==> config.mk <==
export PLATFORM = sky130hd
export DESIGN_NAME = bram_port_server
export DESIGN_NICKNAME = d
export VERILOG_FILES = /design/src/rtl/bram_port_server.sv
export SDC_FILE = /design/constraint.sdc
export NUM_CORES = 1
export LEC_CHECK = 0
export CELL_PAD_IN_SITES_DETAIL_PLACEMENT = 1
export CELL_PAD_IN_SITES_GLOBAL_PLACEMENT = 2
export CORE_ASPECT_RATIO = 0.8
export CORE_MARGIN = 4
export CORE_UTILIZATION = 37
export DETAILED_ROUTE_END_ITERATION = 12
export HOLD_SLACK_MARGIN = 0.15
export PLACE_DENSITY = 0.81
export SYNTH_ARGS = -nofsm -noshare
export SYNTH_HDL_FRONTEND = slang
export SYNTH_SLANG_ARGS = --single-unit
==> constraint.sdc <==
create_clock -name i_clk -period 5.1 [get_ports i_clk]
set_input_delay 1.02 -clock i_clk [delete_from_list [all_inputs] [get_ports i_clk]]
set_output_delay 1.02 -clock i_clk [all_outputs]
set_load 0.01 [all_outputs]
==> src/rtl/bram_port_server.sv <==
// Request/response front end for one port of a byte-enable BRAM. Drives the port
// combinationally and parks read data in a credit-protected response FIFO.
module bram_port_server #(
  parameter int PIPELINED  = 0,
  parameter int ADDR_WIDTH = 1,
  parameter int DATA_WIDTH = 8,
  parameter int WE_WIDTH   = 1,
  parameter int RSP_DEPTH  = 4
) (
  input  logic                  i_clk,
  input  logic                  i_rst,
  input  logic                  i_req_valid,
  output logic                  o_req_ready,
  input  logic [WE_WIDTH-1:0]   i_req_we,
  input  logic [ADDR_WIDTH-1:0] i_req_addr,
  input  logic [DATA_WIDTH-1:0] i_req_data,
  input  logic                  i_req_norsp,
  output logic                  o_rsp_valid,
  input  logic                  i_rsp_ready,
  output logic [DATA_WIDTH-1:0] o_rsp_data,
  output logic                  o_bram_en,
  output logic [WE_WIDTH-1:0]   o_bram_we,
  output logic [ADDR_WIDTH-1:0] o_bram_addr,
  output logic [DATA_WIDTH-1:0] o_bram_di,
  input  logic [DATA_WIDTH-1:0] i_bram_do
);

  localparam int LAT = 1 + PIPELINED;
  localparam int CW  = $clog2(RSP_DEPTH + 1);
  localparam int PW  = $clog2(RSP_DEPTH);
  localparam logic [CW-1:0] DEPTH_C  = CW'(RSP_DEPTH);
  localparam logic [PW-1:0] LAST_PTR = PW'(RSP_DEPTH - 1);

  logic [CW-1:0]         r_reserved;
  logic [CW-1:0]         r_count;
  logic [LAT-1:0]        r_inflight;
  logic [PW-1:0]         r_wr_ptr;
  logic [PW-1:0]         r_rd_ptr;
  logic [DATA_WIDTH-1:0] r_fifo [RSP_DEPTH];

  logic w_ready;
  logic w_acc;
  logic w_claim;
  logic w_enq;
  logic w_deq;

  function automatic logic [PW-1:0] next_ptr(input logic [PW-1:0] p);
    return (p == LAST_PTR) ? '0 : p + 1'b1;
  endfunction

  // Ready depends only on registered credit state, never on i_rsp_ready.
  assign w_ready = !i_rst && (r_reserved < DEPTH_C);
  assign w_acc   = i_req_valid & w_ready;
  assign w_claim = w_acc & ~i_req_norsp;
  assign w_enq   = r_inflight[LAT-1];
  assign w_deq   = o_rsp_valid & i_rsp_ready;

  assign o_req_ready = w_ready;
  assign o_bram_en   = w_acc;
  assign o_bram_we   = i_req_we & {WE_WIDTH{w_acc}};
  assign o_bram_addr = i_req_addr;
  assign o_bram_di   = i_req_data;

  assign o_rsp_valid = !i_rst && (r_count != '0);
  assign o_rsp_data  = r_fifo[r_rd_ptr];

  // NOTE: all state below uses non-blocking assignments so every register samples
  // pre-edge values, and the async reset clears it without waiting for a clock.
  always_ff @(posedge i_clk or posedge i_rst) begin
    if (i_rst) begin
      r_reserved <= '0;
      r_count    <= '0;
      r_inflight <= '0;
      r_wr_ptr   <= '0;
      r_rd_ptr   <= '0;
    end else begin
      if (w_claim && !w_deq) begin
        r_reserved <= r_reserved + 1'b1;
      end else if (!w_claim && w_deq) begin
        r_reserved <= r_reserved - 1'b1;
      end

      r_inflight[0] <= w_claim;
      for (int i = 1; i < LAT; i++) begin
        r_inflight[i] <= r_inflight[i-1];
      end

      if (w_enq) r_wr_ptr <= next_ptr(r_wr_ptr);
      if (w_deq) r_rd_ptr <= next_ptr(r_rd_ptr);

      if (w_enq && !w_deq) begin
        r_count <= r_count + 1'b1;
      end else if (!w_enq && w_deq) begin
        r_count <= r_count - 1'b1;
      end
    end
  end

  // NOTE: the storage array is deliberately not reset; o_rsp_valid masks stale entries.
  always_ff @(posedge i_clk) begin
    if (w_enq) r_fifo[r_wr_ptr] <= i_bram_do;
  end

endmodule

==> reports/metrics.cfg, run 1 <==
[sta]
slew_headroom=0.591
min_period_over_period=0.662
grt_setup_unrepaired=no
slew_viol_final=0
fmax_ghz=0.296
hold_viol_final=0
worst_pin_slew_ns=0.613
setup_tns_ns=0
fin_crit_ns=3.37
postLayoutSetupSlackWorst_ns=1.73
finalSetupViolCount=0
finClkSkew_ns=0.00173

[critical_path]
cp.required_ns=4.08
crit_start=i_rst
cp_slowest_stage_delay_ns=0.54
crit_buf_inv=2
r2r_start=r_reserved[2]
path_common_cell=clkdlybuf4s50_1
cp-end-kind=primary output
cpMaxStageDelayCell=clkdlybuf4s50_1
critical-path-top-delay-family=buffers and inverters
r2r_slack_ns=3.09
crit_chain=clkdlybuf4s50_1 > nor2_1 > and2_1 > clkdlybuf4s50_1
worstPathArrival_ns=2.35
cp_max_fo=4
path_class=in -> out
start_kind=primary input

[placed_design]
hpwl_mm=2.22
place_congestion=0.654
placed_cell_area_um2=2100
port_buffers=25
place_ws_ns=1.71

[detailed_routing]
routed_wirelength_mm=3.13
vias=900
drtPass1Iterations=3
wl_per_cell_um=16.7
ant_nets=0
drc_errors=0
drt_iter0_drc=29
vias_per_cell=4.81

[pwr]
leakagePower_nw=0.787
irDropWorstVdd_v=0.000182
powerDensity_nw_per_um2=483

[finish]
fin_nets=159
drive_gt1_frac=0.150
insertedDiodeCount=0
fill_cells=447
multi_input_area_um2=512
regArea_um2=1240
fin_area_um2=2200
final_common_cell=edfxtp_1
mostFrequentLayoutCells=edfxtp_1 (32), clkdlybuf4s50_1 (25), dfrtp_1 (11)
area_growth_pct=18.8

[floorplanning]
dieHeight_um=71.3
start_util=0.394
ios=44
dieWidth_um=87.2
core_area_um2=4710
fp-row-count=22
dieArea_um2=6220

[clock_tree]
cts_tree=yes
htreeDepth=2
clk_latency_ns=0.29
path_clk_slew_ns=0.08
hold_buffers=0
root_buffer=clkbuf_8
ctsResizeCount=0
cts.sinks=43
cts.path.max_buffers=2
numCtsBuffers=5
cts_setup_buffers=0

[global_route]
grt_max_degree=14
grt_util_all_layers=0.115
first_global_vias=991
overflow=0
antenna_found_initial=0
grt_pass1_wl_mm=5.18

[hold_path]
hold_path_class=reg -> reg
min_from=r_reserved[2]

[synthesis]
ys_ff_latch=43
yosys_warnings=0
syn_inst=106
ys_types=21
yosysSeqAreaShare=0.667
synth_area_um2=1850
syn_area_per_cell_um2=17.5
syn_nets=138

[flow_run]
maxCapViolations=0

[run_status]
status=finished, final reports clean

==> report_power, final <==
part	internal, mW	leakage (nW)	switching, mW
clock network	0.143	0.0502	0.111
logic	0.193	0.316	0.114
registers	0.428	0.421	0.0742
==> routing by layer <==
metal	track usage	vias up	share of wire
li1	-	411	-
met1	0.128	462	0.40
met2	0.200	16	0.54
met3	0.0207	11	0.031
met4	0.0750	0	0.034
met5	0	-	0
==> registers in the layout, summed over array words and instances (netlist names) <==
| name | flops |
|---|---|
| r_count | 3 |
| r_fifo | 32 |
| r_inflight | 1 |
| r_rd_ptr | 2 |
| r_reserved | 3 |
| r_wr_ptr | 2 |
==> cell usage after synthesis <==
master | count | share of area
buf_4 | 9 | 0.036
nor2b_1 | 1 | 0.0034
edfxtp_1 | 32 | 0.52
mux2_2 | 2 | 0.012
ha_1 | 7 | 0.047
nand2_1 | 2 | 0.0041
mux2_1 | 2 | 0.012
inv_1 | 6 | 0.012
xor2_1 | 4 | 0.019
nor2_1 | 6 | 0.012
buf_6 | 1 | 0.0061
nor3_2 | 1 | 0.0054
mux4_2 | 8 | 0.097
fa_1 | 2 | 0.022
nor3b_2 | 1 | 0.0067
o21ai_0 | 2 | 0.0054
and3_1 | 1 | 0.0034
xnor2_1 | 2 | 0.0094
dfrtp_1 | 11 | 0.15
and2_1 | 5 | 0.017
clkbuf_2 | 1 | 0.0027
==> kinds of logic (layout without fill, tap and decap cells) <==
| kind of cell | Yosys count | in the layout | synth area share |
|---|---|---|---|
| compound gates | 2 | 2 | 0.00540 |
| flops | 43 | 43 | 0.667 |
| fa+ha+maj | 9 | 9 | 0.0688 |
| buf+inv | 17 | 38 | 0.0573 |
| mux | 12 | 12 | 0.121 |
| simple gates | 17 | 17 | 0.0520 |
| xor+xnor | 6 | 6 | 0.0283 |
==> metrics by stage <==
stage	hold slack [ns]	power (mW)	cells	utilization
after floorplan	0.442	0.700	106	-
after global placement	0.475	0.807	180	0.445
after detailed placement	0.477	0.828	180	0.445
after CTS	0.493	1.08	187	0.468
after global routing	0.508	1.13	187	0.468
final	0.486	1.06	187	0.468
==> area by class of cell <==
class                      count  area share
timing repair buffer          25       0.114
tap                           60      0.0341
clock inverter                 2      0.0170
inverter                       6      0.0102
multi-input combinational     46       0.232
sequential                    43       0.561
clock buffer                   5      0.0313
==> worst paths after layout <==
path,end,cells past startpoint
worst max-delay path,o_bram_en,4
worst min-delay path,r_reserved[2],1
worst max register to register,r_reserved[2],9
worst min register to register,r_reserved[2],1
max in group asynchronous,r_rd_ptr[1],2
min in group asynchronous,r_reserved[1],2
Note: power is estimated with default switching activity, not from simulation.
==> inputs of run 2 (changes only) <==
Settings changed: CORE_UTILIZATION 37 to 35, PLACE_DENSITY 0.81 to 0.77.
Clock period 5.1 ns to 3.2 ns, I/O delays scaled along.
==> run 2 against run 1 <==
Clock power rose by 31%. Clock-buffer cell count did not move. Power rose by 52%. Non-clock buffer count did not move. Core utilization fell by 3.6 points. Setup slack got worse by 1.3 ns. Global-route usage fell by 0.36 points. Register-to-register slack got worse by 2.0 ns. First-iteration DRC count fell by 14%. Critical path depth fell by 2. Flip-flop and latch count did not move. Largest power group unchanged.
==> reports/metrics.cfg, run 2 (same netlist as run 1, synthesis figures left out) <==
[sta]
worst_pin_slew_ns=0.607  ; -0.00590 ns
min_period_over_period=0.859
hold_ws_ns=0.479  ; -0.00694 ns
setup_tns_ns=0  ; unchanged
finalSetupViolCount=0  ; unchanged
fmax_ghz=0.364
slew_viol_final=0  ; unchanged
hold_viol_final=0  ; unchanged
slew_headroom=0.595  ; +0.00393
grt_setup_unrepaired=no
fin_crit_ns=2.75
postLayoutSetupSlackWorst_ns=0.452  ; -1.27 ns
finClkSkew_ns=0.00298  ; +0.00125 ns

[pwr]
irDropWorstVdd_v=0.000251  ; +38%
swShare=0.297  ; +0.0160
leakagePower_nw=0.777  ; -1.3%
p_int_mw=1.14  ; +49%
powerDensity_nw_per_um2=741  ; +54%
power_switching_uw=482  ; +61%
pwr-share-clk=0.205  ; -0.034
seq_power_share=0.496  ; +0.023
power_frac_comb=0.299  ; +0.011
finalPower_mw=1.62  ; +52%

[finish]
multi_input_area_um2=512  ; unchanged
insertedDiodeCount=0  ; unchanged
largest_reg_flops=32  ; unchanged
regArea_um2=1240  ; unchanged
largestRegisters=r_fifo (32), r_count (3), r_reserved (3)
mostFrequentLayoutCells=edfxtp_1 (32), clkdlybuf4s50_1 (25), dfrtp_1 (11)
drive_gt1_frac=0.156  ; +0.00664
postLayoutCoreUtil=0.432  ; -0.0360
top_register=r_fifo
final_common_cell=edfxtp_1
area_growth_pct=17.9
fin_nets=159  ; unchanged
fill_cells=505  ; +13%

[floorplanning]
core_area_um2=5060  ; +7.6%
fp-row-count=23  ; +4.5%
start_util=0.366  ; -0.0278
dieWidth_um=89.4  ; +2.6%
dieHeight_um=73.1  ; +2.5%
ios=44  ; unchanged
dieArea_um2=6530  ; +5.1%

[global_route]
grt_max_degree=15  ; +1
overflow=0  ; unchanged
antenna_found_initial=0  ; unchanged
grt_pass1_wl_mm=5.28  ; +1.9%
grt_util_all_layers=0.111  ; -0.00355
first_global_vias=1037  ; +4.6%

[critical_path]
worstPathArrival_ns=2.11  ; -0.24 ns
cp_max_fo=11  ; +7
cp-end-kind=primary output
path_class=reg -> out
cp.required_ns=2.56  ; -1.52 ns
start_kind=flop

[clock_tree]
htreeDepth=2  ; unchanged
ctsResizeCount=0  ; unchanged
cts.sinks=43  ; unchanged
cts_setup_buffers=0  ; unchanged
path_clk_slew_ns=0.08  ; about the same
cts.path.max_buffers=2  ; unchanged
numCtsBuffers=5  ; unchanged
hold_buffers=0  ; unchanged
clk_latency_ns=0.29  ; about the same
cts_tree=yes
root_buffer=clkbuf_8

[placed_design]
place_congestion=0.652  ; -0.37%
place_ws_ns=0.381  ; -1.33 ns
port_buffers=25  ; unchanged
hpwl_mm=2.41  ; +8.7%

[detailed_routing]
drc_errors=0  ; unchanged
drtPass1Iterations=2  ; -1
wl_per_cell_um=17.0  ; +1.4%
vias_per_cell=4.73  ; -1.8%
routed_wirelength_mm=3.22  ; +3.0%
vias=898  ; -0.22%
drt_iter0_drc=25  ; -14%
ant_nets=0  ; unchanged

[flow_run]
maxCapViolations=0  ; unchanged

[hold_path]
hold_path_class=reg -> reg

[run_status]
status=finished, final reports clean

[run 2: cell count changes in the layout (fill, tap and decap cells not counted)]
cell,before,now
bufinv_16,1,0
clkinv_2,0,1
clkinvlp_4,1,2
[run 2: path summary, 6_finish.rpt]
path / startpoint / end / slack, ns / cells past startpoint
worst min-delay path: r_reserved[2] / r_reserved[2] / 0.48 / 1
worst max-delay path: r_rd_ptr[0] / o_rsp_data[2] / 0.45 / 2
worst max register to register: r_reserved[2] / r_reserved[2] / 1.14 / 9
worst min register to register: r_reserved[2] / r_reserved[2] / 0.48 / 1
min in group asynchronous: i_rst / r_inflight / 0.77 / 2
max in group asynchronous: i_rst / r_rd_ptr[0] / 2.12 / 2
[run 2: area by class of cell]
class / count / share of cell area
clock inverter: 3 / 0.00915
inverter: 6 / 0.0103
timing repair buffer: 25 / 0.114
multi-input combinational: 46 / 0.234
tap: 62 / 0.0355
sequential: 43 / 0.565
clock buffer: 5 / 0.0315
[run 2: stage by stage]
stage / cell area [µm²] / std cells
after floorplan: 1850 / 106
after global placement: 2100 / 182
after CTS: 2190 / 190
final: 2190 / 190
after detailed placement: 2100 / 182
after global routing: 2190 / 190
[run 2: metal layers]
| metal | vias to the layer above | wire length [µm] | global-route usage | share of wire |
|---|---|---|---|---|
| met5 | - | 0 | 0 | 0 |
| met4 | 0 | 39 | 0.0545 | 0.012 |
| met3 | 4 | 115 | 0.0305 | 0.036 |
| met2 | 17 | 1740 | 0.185 | 0.54 |
| met1 | 461 | 1330 | 0.133 | 0.41 |
| li1 | 416 | - | - | - |
[run 2: power by group through the flow]
stage	Sequential (mW)	Combinational, mW	Clock [mW]
after floorplan	0.747	0.369	0
after global placement	0.815	0.471	0
after detailed placement	0.822	0.497	0
after CTS	0.810	0.499	0.344
after global routing	0.827	0.537	0.373
final	0.803	0.484	0.333
[run 2: critical path: stages, from the launching register on]
cell and delay (ns):
dfrtp_1 0.74, mux4_2 0.59, clkdlybuf4s50_1 0.49
